File: config.mk
export PLATFORM = sky130hd
export DESIGN_NAME = pc_branch_unit
export DESIGN_NICKNAME = d
export VERILOG_FILES = /design/src/rtl/pipe_pkg.sv /design/src/rtl/ras_stack.sv /design/src/rtl/pc_branch_unit.sv
export SDC_FILE = /design/constraint.sdc
export NUM_CORES = 1
export LEC_CHECK = 0
export CORE_ASPECT_RATIO = 1.1
export CORE_MARGIN = 3
export CORE_UTILIZATION = 51
export DETAILED_ROUTE_END_ITERATION = 6
export GPL_TIMING_DRIVEN = 0
export PLACE_DENSITY_LB_ADDON = 0.15
export SLEW_MARGIN = 25
export SYNTH_ARGS = -nofsm -noshare
export SYNTH_HDL_FRONTEND = slang
export SYNTH_HIERARCHICAL = 1
export SYNTH_SLANG_ARGS = --single-unit
File: constraint.sdc
create_clock -name clk -period 4.9 [get_ports clk]
set_input_delay 0.98 -clock clk [delete_from_list [all_inputs] [get_ports clk]]
set_output_delay 0.98 -clock clk [all_outputs]
set_load 0.01 [all_outputs]
File: src/rtl/pipe_pkg.sv
// Shared pipeline constants and the PC branch unit state encoding.
// The optional RAS_EN build adds a return-address stack sized by RasDepth.
package pipe_pkg;

  localparam int unsigned PcWidthDefault  = 8;
  localparam int unsigned FlushCycDefault = 2;
  localparam int unsigned RasDepth        = 4;
  localparam int unsigned CntW            = 3;

  typedef enum logic [1:0] {
    StRun   = 2'd0,
    StFlush = 2'd1,
    StHalt  = 2'd2
  } pipe_state_e;

endpackage

File: src/rtl/ras_stack.sv
// Return-address stack: a circular buffer, so a push when full overwrites the oldest entry.
// A pop when empty returns 0 and sets the sticky err flag.
module ras_stack
  import pipe_pkg::*;
#(
  parameter int unsigned PC_W = PcWidthDefault
) (
  input  logic            clk,
  input  logic            rst,
  input  logic            push,
  input  logic            pop,
  input  logic [PC_W-1:0] push_data,
  output logic [PC_W-1:0] pop_data,
  output logic            err
);

  localparam int unsigned PtrW = $clog2(RasDepth);

  logic [PC_W-1:0] mem [RasDepth];
  logic [PtrW-1:0] top;     // next slot to write
  logic [PtrW-1:0] top_m1;
  logic [PtrW:0]   count;

  assign top_m1   = top - PtrW'(1);
  assign pop_data = (count == '0) ? '0 : mem[top_m1];

  always_ff @(posedge clk or posedge rst) begin
    if (rst) begin
      for (int i = 0; i < RasDepth; i++) begin
        mem[i] <= '0;
      end
      top   <= '0;
      count <= '0;
      err   <= 1'b0;
    end else if (push) begin
      mem[top] <= push_data;
      top      <= top + PtrW'(1);
      if (count != (PtrW + 1)'(RasDepth)) begin
        count <= count + (PtrW + 1)'(1);
      end
    end else if (pop) begin
      if (count == '0) begin
        err <= 1'b1;
      end else begin
        top   <= top_m1;
        count <= count - (PtrW + 1)'(1);
      end
    end
  end

endmodule

File: src/rtl/pc_branch_unit.sv
// Program counter and branch resolution with post-branch squash and halt.
// Define RAS_EN to add call/ret inputs, a return-address stack and the ras_err flag.
module pc_branch_unit
  import pipe_pkg::*;
#(
  parameter int unsigned PC_W      = PcWidthDefault,
  parameter int unsigned FLUSH_CYC = FlushCycDefault
) (
  input  logic            clk,
  input  logic            rst,
  input  logic            stall,
  input  logic            br_valid,
  input  logic            br_cond,
  input  logic [PC_W-1:0] br_target,
  input  logic            FL,
  input  logic            halt_req,
`ifdef RAS_EN
  input  logic            call,
  input  logic            ret,
  output logic            ras_err,
`endif
  output logic [PC_W-1:0] pc,
  output logic            pc_valid,
  output logic            flush,
  output logic            taken,
  output logic            halted
);

  pipe_state_e     state;
  logic [CntW-1:0] cnt;
  logic [PC_W-1:0] pc_inc;
  logic            decide;
  logic            br_take;
  logic [PC_W-1:0] br_dest;

  assign pc_inc = pc + PC_W'(1);
  // Branch decisions are only made in RUN, unstalled, and lose to a halt request.
  assign decide = (state == StRun) && !stall && !halt_req;

`ifdef RAS_EN
  logic            do_call;
  logic            do_ret;
  logic [PC_W-1:0] ras_top;

  assign do_call = decide && call;
  assign do_ret  = decide && ret && !call;
  assign br_take = do_call || do_ret || (decide && br_valid && (!br_cond || FL));
  assign br_dest = do_ret ? ras_top : br_target;

  ras_stack #(
    .PC_W(PC_W)
  ) u_ras (
    .clk      (clk),
    .rst      (rst),
    .push     (do_call),
    .pop      (do_ret),
    .push_data(pc_inc),
    .pop_data (ras_top),
    .err      (ras_err)
  );
`else
  assign br_take = decide && br_valid && (!br_cond || FL);
  assign br_dest = br_target;
`endif

  always_ff @(posedge clk or posedge rst) begin
    if (rst) begin
      state    <= StRun;
      cnt      <= '0;
      pc       <= '0;
      pc_valid <= 1'b1;
      flush    <= 1'b0;
      taken    <= 1'b0;
      halted   <= 1'b0;
    end else if (stall) begin
      taken <= 1'b0;
    end else begin
      unique case (state)
        StRun: begin
          taken <= 1'b0;
          if (halt_req) begin
            state    <= StHalt;
            pc_valid <= 1'b0;
            halted   <= 1'b1;
          end else if (br_take) begin
            state <= StFlush;
            pc    <= br_dest;
            taken <= 1'b1;
            flush <= 1'b1;
            cnt   <= CntW'(FLUSH_CYC - 1);
          end else begin
            pc <= pc_inc;
          end
        end
        StFlush: begin
          pc    <= pc_inc;
          taken <= 1'b0;
          if (cnt == '0) begin
            state <= StRun;
            flush <= 1'b0;
          end else begin
            cnt <= cnt - CntW'(1);
          end
        end
        StHalt: begin
          taken <= 1'b0;
        end
        default: begin
          state <= StRun;
        end
      endcase
    end
  end

endmodule

# Word level (Yosys, flattened, before mapping)
# Index checks and enable logic that the tools add are counted.
# W data, S select, Z words.
[totals]
reg_bits = 17
wordCells = 55
[op_classes]
n_addsub = 2
eq_ne = 7
muxes = 19
n_bitwise = 2
reduce_logical = 18
[ops]
columns = ["cell", "count"]
rows = [
  ["$mux W8", 2],
  ["$pmux W8 S2", 1],
  ["$reduce_and A5 Y1", 2],
  ["$mux W3", 3],
  ["$add A8 B1 Y8 const B", 1],
  ["$ne A2 B2 Y1 const B", 4],
  ["$mux W1", 6],
  ["$mux W2", 3],
  ["$pmux W2 S3", 1],
  ["$pmux W3 S2", 1],
  ["$reduce_and A3 Y1", 2],
  ["$logic_and A1 B1 Y1", 4],
  ["$pmux W1 S2", 2],
  ["$reduce_and A4 Y1", 1],
  ["$logic_not A1 Y1", 3],
  ["$logic_not A3 Y1", 1],
  ["$ne A3 B3 Y1 const B", 1],
  ["$reduce_bool A3 Y1", 1],
  ["$sub A3 B1 Y3 const B", 1],
  ["$eq A2 B1 Y1 const B", 1],
  ["$eq A2 B2 Y1 const B", 1],
  ["$logic_not A2 Y1", 1],
  ["$not A1 Y1", 2],
  ["$reduce_bool A2 Y1", 1],
  ["2 further kinds", 2],
]

# Longest topological paths before layout
[depth]
depth_word = 9
mapped_depth = 8

# Worst setup path after synthesis
# OpenSTA, ideal clock, no wires.
[synth_timing]
kind = "in2reg"
from = "input port br_cond"
to = "register cnt[0]"
setup_ps = 125
arrival_ps = 2115
required_time_ps = 4775
setup_slack_ps = 2660
cell_stages = 4
n_path_buf = 0
path_cell_list = "nor2b_1 > o31a_1 > or4_1 > mux2_2"
[synth_via]
elab_chain_cells = 5
[synth_lines]
columns = ["item", "line_no", "text"]
rows = [
  ["start, declared", "pc_branch_unit.sv:13", "input logic br_cond,"],
  ["$logic_not A1 Y1", "pc_branch_unit.sv:62", "assign br_take = decide && br_valid && (!br_cond || FL);"],
  ["$logic_or A1 B1 Y1", "pc_branch_unit.sv:62", ""],
  ["$logic_and A1 B1 Y1", "pc_branch_unit.sv:62", ""],
  ["$ne A2 B2 Y1 (no source line)", "--", ""],
  ["$reduce_and A5 Y1 (no source line)", "--", ""],
  ["end signal, assigned", "pc_branch_unit.sv:90", "cnt <= CntW'(FLUSH_CYC - 1);"],
  ["end signal, assigned", "pc_branch_unit.sv:102", "cnt <= cnt - CntW'(1);"],
  ["end, declared", "pc_branch_unit.sv:30", "logic [CntW-1:0] cnt;"],
]
# No other way between the ends.
# A chain may end at the register's enable or synchronous reset.

# Final worst setup path
[layout_timing]
from = "input port halt_req"
to = "register cnt[0]"
[layout_via]
elab_chain_cells = 6
[layout_lines]
columns = ["item", "line_no", "text"]
rows = [
  ["start, declared", "pc_branch_unit.sv:16", "input logic halt_req,"],
  ["$logic_not A1 Y1", "pc_branch_unit.sv:38", "assign decide = (state == StRun) && !stall && !halt_req;"],
  ["$logic_and A1 B1 Y1", "pc_branch_unit.sv:38", ""],
  ["$logic_and A1 B1 Y1 (2 in a row)", "pc_branch_unit.sv:62", ""],
  ["$ne A2 B2 Y1 (no source line)", "--", ""],
  ["$reduce_and A5 Y1 (no source line) (*)", "--", ""],
]
# Every way passes the cells marked *; elsewhere a longest branch is shown, timed or not.

==> flow_summary_export.csv <==
group,metric,value,unit
global_route,use_met3,3.10,%
yosys,synth_top_cells_by_area,"dfrtp_1 (38%), ha_1 (7.2%), mux2i_1 (4.8%)",
placement,portBuffers,26,
sta,final_hold_viol_count,0,
yosys,ys_seq_area_share,40.8,%
yosys,syn_area,0.00104,sq mm
yosys,ys_seq_elements,17,
clock_network,clk_latency,0.29,ns
hold_path,hp-class,"reg -> reg",
detailed_routing,routed_wl,2.21,mm
clock_network,numCtsBuffers,3,
detailed_routing,vias_per_cell,5.42,
yosys,postSynthCellCount,111,
pwr,internal_power,411,uW
detailed_routing,dr.pass1.iters,4,
clock_network,cts_sinks,17,
sta,fmax,0.407,GHz
yosys,synth_flop_cell,"dfrtp_1",
clock_network,post_cts_buffers,0,
cells_and_area,drive_gt1_share,9.93,%
clock_network,ctsRootBufferMaster,"clkbuf_4",
sta,drv_slew,0,
setup_path,critPathBufInv,1,
sta,fin_worst_hold_slack,0.477,ns
pwr,p_switching,280,uW
global_route,grt_pass1_wl,3.80,mm
clock_network,ctsResizeCount,0,
hold_path,worst_hold_path.endpoint,"halted$_DFFE_PP0P_",
yosys,yosysMostFrequentCell,"dfrtp_1",
cells_and_area,fin_nets,163,
yosys,yosysTopAreaCell,"dfrtp_1",
pwr,leakagePower,0.596,nW
sta,finalSetupViolations,0,
global_route,met2_usage,36.2,%
global_route,grt_usage,18.8,%
detailed_routing,drt-initial-drc-count,19,
die,initial_core_util,56.1,%
sta,setup_tns,0,ns
sta,period_share,50.1,%
setup_path,cp_slowest_stage_delay,0.49,ns
cells_and_area,fillers,148,
setup_path,r2r_cells,7,
clock_network,cts_hold_buf,0,
pwr,p_sw_share,40.6,%
hold_path,min_path_cells,1,
yosys,syn-num-nets,132,
setup_path,required,5.09,ns
clock_network,clkTransAtPathRegs,0.10,ns
placement,globalplace.congestion,0.839,
sta,grt_setup_unrepaired,"false",
detailed_routing,wire_per_inst,13.1,microns
setup_path,critical_path.max_fanout,6,
setup_path,r2r_end,"pc[6]$_DFFE_PP0P_",
pwr,peakVddDrop,0.321,mV
placement,post_dp_cell_area,0.00134,sq mm
clock_network,htreeDepth,1,
setup_path,critPathSlowestCell,"clkdlybuf4s50_1",
yosys,synth.avg_cell_area,9.41,sq um
cells_and_area,area.growth.synth_to_final,30.8,%
pwr,clockPowerShare,11.0,%
setup_path,critical_path.top_delay_family,"simple AND/OR/NAND/NOR gates",
clock_network,cts_tree,"built",
die,die_h,53.5,microns
yosys,ys_types,38,
global_route,antenna_found_initial,0,
global_route,gr-total-overflow,0,
cells_and_area,n_antenna_cell,0,
flow_run,cap_violations,0,
cells_and_area,final_core_util,73.4,%
global_route,grt_pass1_vias,946,
setup_path,cp.arrival,2.65,ns
die,die-area,0.00263,sq mm
pwr,p_per_area,506,mW/mm^2
sta,slew_headroom,49.8,%
setup_path,crit_chain,"clkdlybuf4s50_1, nand2b_4, o31a_1, or4_1, mux2_2",
global_route,use_met1,19.5,%
yosys,async_flop_share,100,%
die,rows,16,
pwr,comb_power_share,53.2,%
hold_path,hp-start,"halted$_DFFE_PP0P_",
clock_network,clk_path_buf_depth,2,
detailed_routing,dr_total_vias,911,
detailed_routing,drc,0,
pwr,fin_total_pwr,691,uW
die,num_io_pins,27,
sta,worst-slew-pin-transition,0.747,ns
placement,dp_hpwl,1.69,mm
yosys,synth-edff-count,0,
setup_path,path_class,"in -> reg",
die,die_w,49.2,microns
setup_path,start_kind,"input port",
global_route,grt_max_degree,18,
setup_path,reg2reg_slack,2.85,ns
sta,fin_crit,2.46,ns
setup_path,worstReg2RegStart,"state[1]$_DFFE_PP0P_",
setup_path,cp-end-kind,"flip-flop",
cells_and_area,finalInstanceArea,0.00137,sq mm
detailed_routing,ant_nets,0,
sta,fin_skew,0.00567,ns
die,core,0.00186,sq mm
yosys,yosys_warnings,6,
yosys,synth_common_cells,"dfrtp_1 (16), inv_1 (11), nand2_1 (7), o21ai_0 (7)",
pwr,seq_power_share,35.8,%
global_route,top_usage_layer,"met2",
yosys,synth_top_area_share,38.3,%
status,status,"finished, final reports clean",
## layer usage
layer / part of all wire, % / up-vias / wire length (microns)
met5: 0 / - / 0
met4: 1.2 / 0 / 26
met3: 3.8 / 4 / 83
met2: 51 / 22 / 1130
met1: 44 / 425 / 971
li1: - / 460 / -
## registers in the layout, indices dropped and copies added (netlist names)
name      count
pc            8
state         2
pc_valid      1
taken         1
flush         1
cnt           3
halted        1
## power by group through the flow
stage                     clock network [mW]  logic, mW  registers (mW)
after floorplan                            0      0.222           0.257
after global placement                     0      0.359           0.246
after CTS                             0.0793      0.371           0.247
final                                 0.0762      0.368           0.248
after detailed placement                   0      0.370           0.249
after global routing                  0.0855      0.414           0.255
## worst max-delay path by stage
stage             start            endpoint  slack (ns)  depth (start not counted)
6_report       halt_req  cnt[0]$_DFFE_PP0P_        2.44                          5
5_1_grt        halt_req   pc[3]$_DFFE_PP0P_        2.36                          5
3_3_place_gp   halt_req  cnt[0]$_DFFE_PP0P_        2.13                          5
3_5_place_dp   halt_req  cnt[0]$_DFFE_PP0P_        2.13                          5
4_1_cts        halt_req  cnt[0]$_DFFE_PP0P_        2.45                          5
2_1_floorplan   br_cond  cnt[0]$_DFFE_PP0P_        2.66                          4
## through the flow
step                      worst slack, ns  instances
after floorplan                      2.66        111
after global placement               2.13        164
after detailed placement             2.13        164
after global routing                 2.36        168
after CTS                            2.45        168
final                                2.44        168
## worst register-to-register path, cell delays in order, from the launching register on
cell and delay (ns):
dfrtp_1 0.40, inv_1 0.12, ha_1 0.18, buf_6 0.13, nand2b_2 0.07, nor4_2 0.67
o21ai_0 0.21, o2bb2ai_1 0.16
## placed cells by master (no fill, tap or decap), drive strengths merged, types with 4 or more instances in the layout
| cell | synthesis | final |
|---|---|---|
| nand3 | 4 | 4 |
| a22oi | 4 | 4 |
| inv | 12 | 12 |
| nand2b | 6 | 6 |
| ha | 6 | 6 |
| clkdlybuf4s50 | 0 | 26 |
| nand2 | 7 | 7 |
| nor3 | 5 | 5 |
| dfrtp | 16 | 16 |
| a21oi | 7 | 7 |
| o21ai | 7 | 7 |
| mux2i | 5 | 5 |
## area by class of cell
| class | instances | area, sq um | share of cell area [%] |
|---|---|---|---|
| Multi-Input combinational cell | 79 | 549 | 40.2 |
| Sequential cell | 17 | 427 | 31.2 |
| Timing Repair Buffer | 26 | 260 | 19.0 |
| Inverter | 12 | 45.0 | 3.30 |
| Tap cell | 27 | 33.8 | 2.47 |
| Buffer | 3 | 23.8 | 1.74 |
| Clock buffer | 3 | 22.5 | 1.65 |
| Clock inverter | 1 | 5.00 | 0.366 |
## logic make-up after synthesis
family,synth area share [%]
AO/OA/AOI/OAI,19.3
multiplexers,5.87
AND/OR/NAND/NOR,20.2
adder cells (fa/ha/maj),7.19
flip-flops,40.8
buffers and inverters,6.59
(Power assumes the default switching activity.)
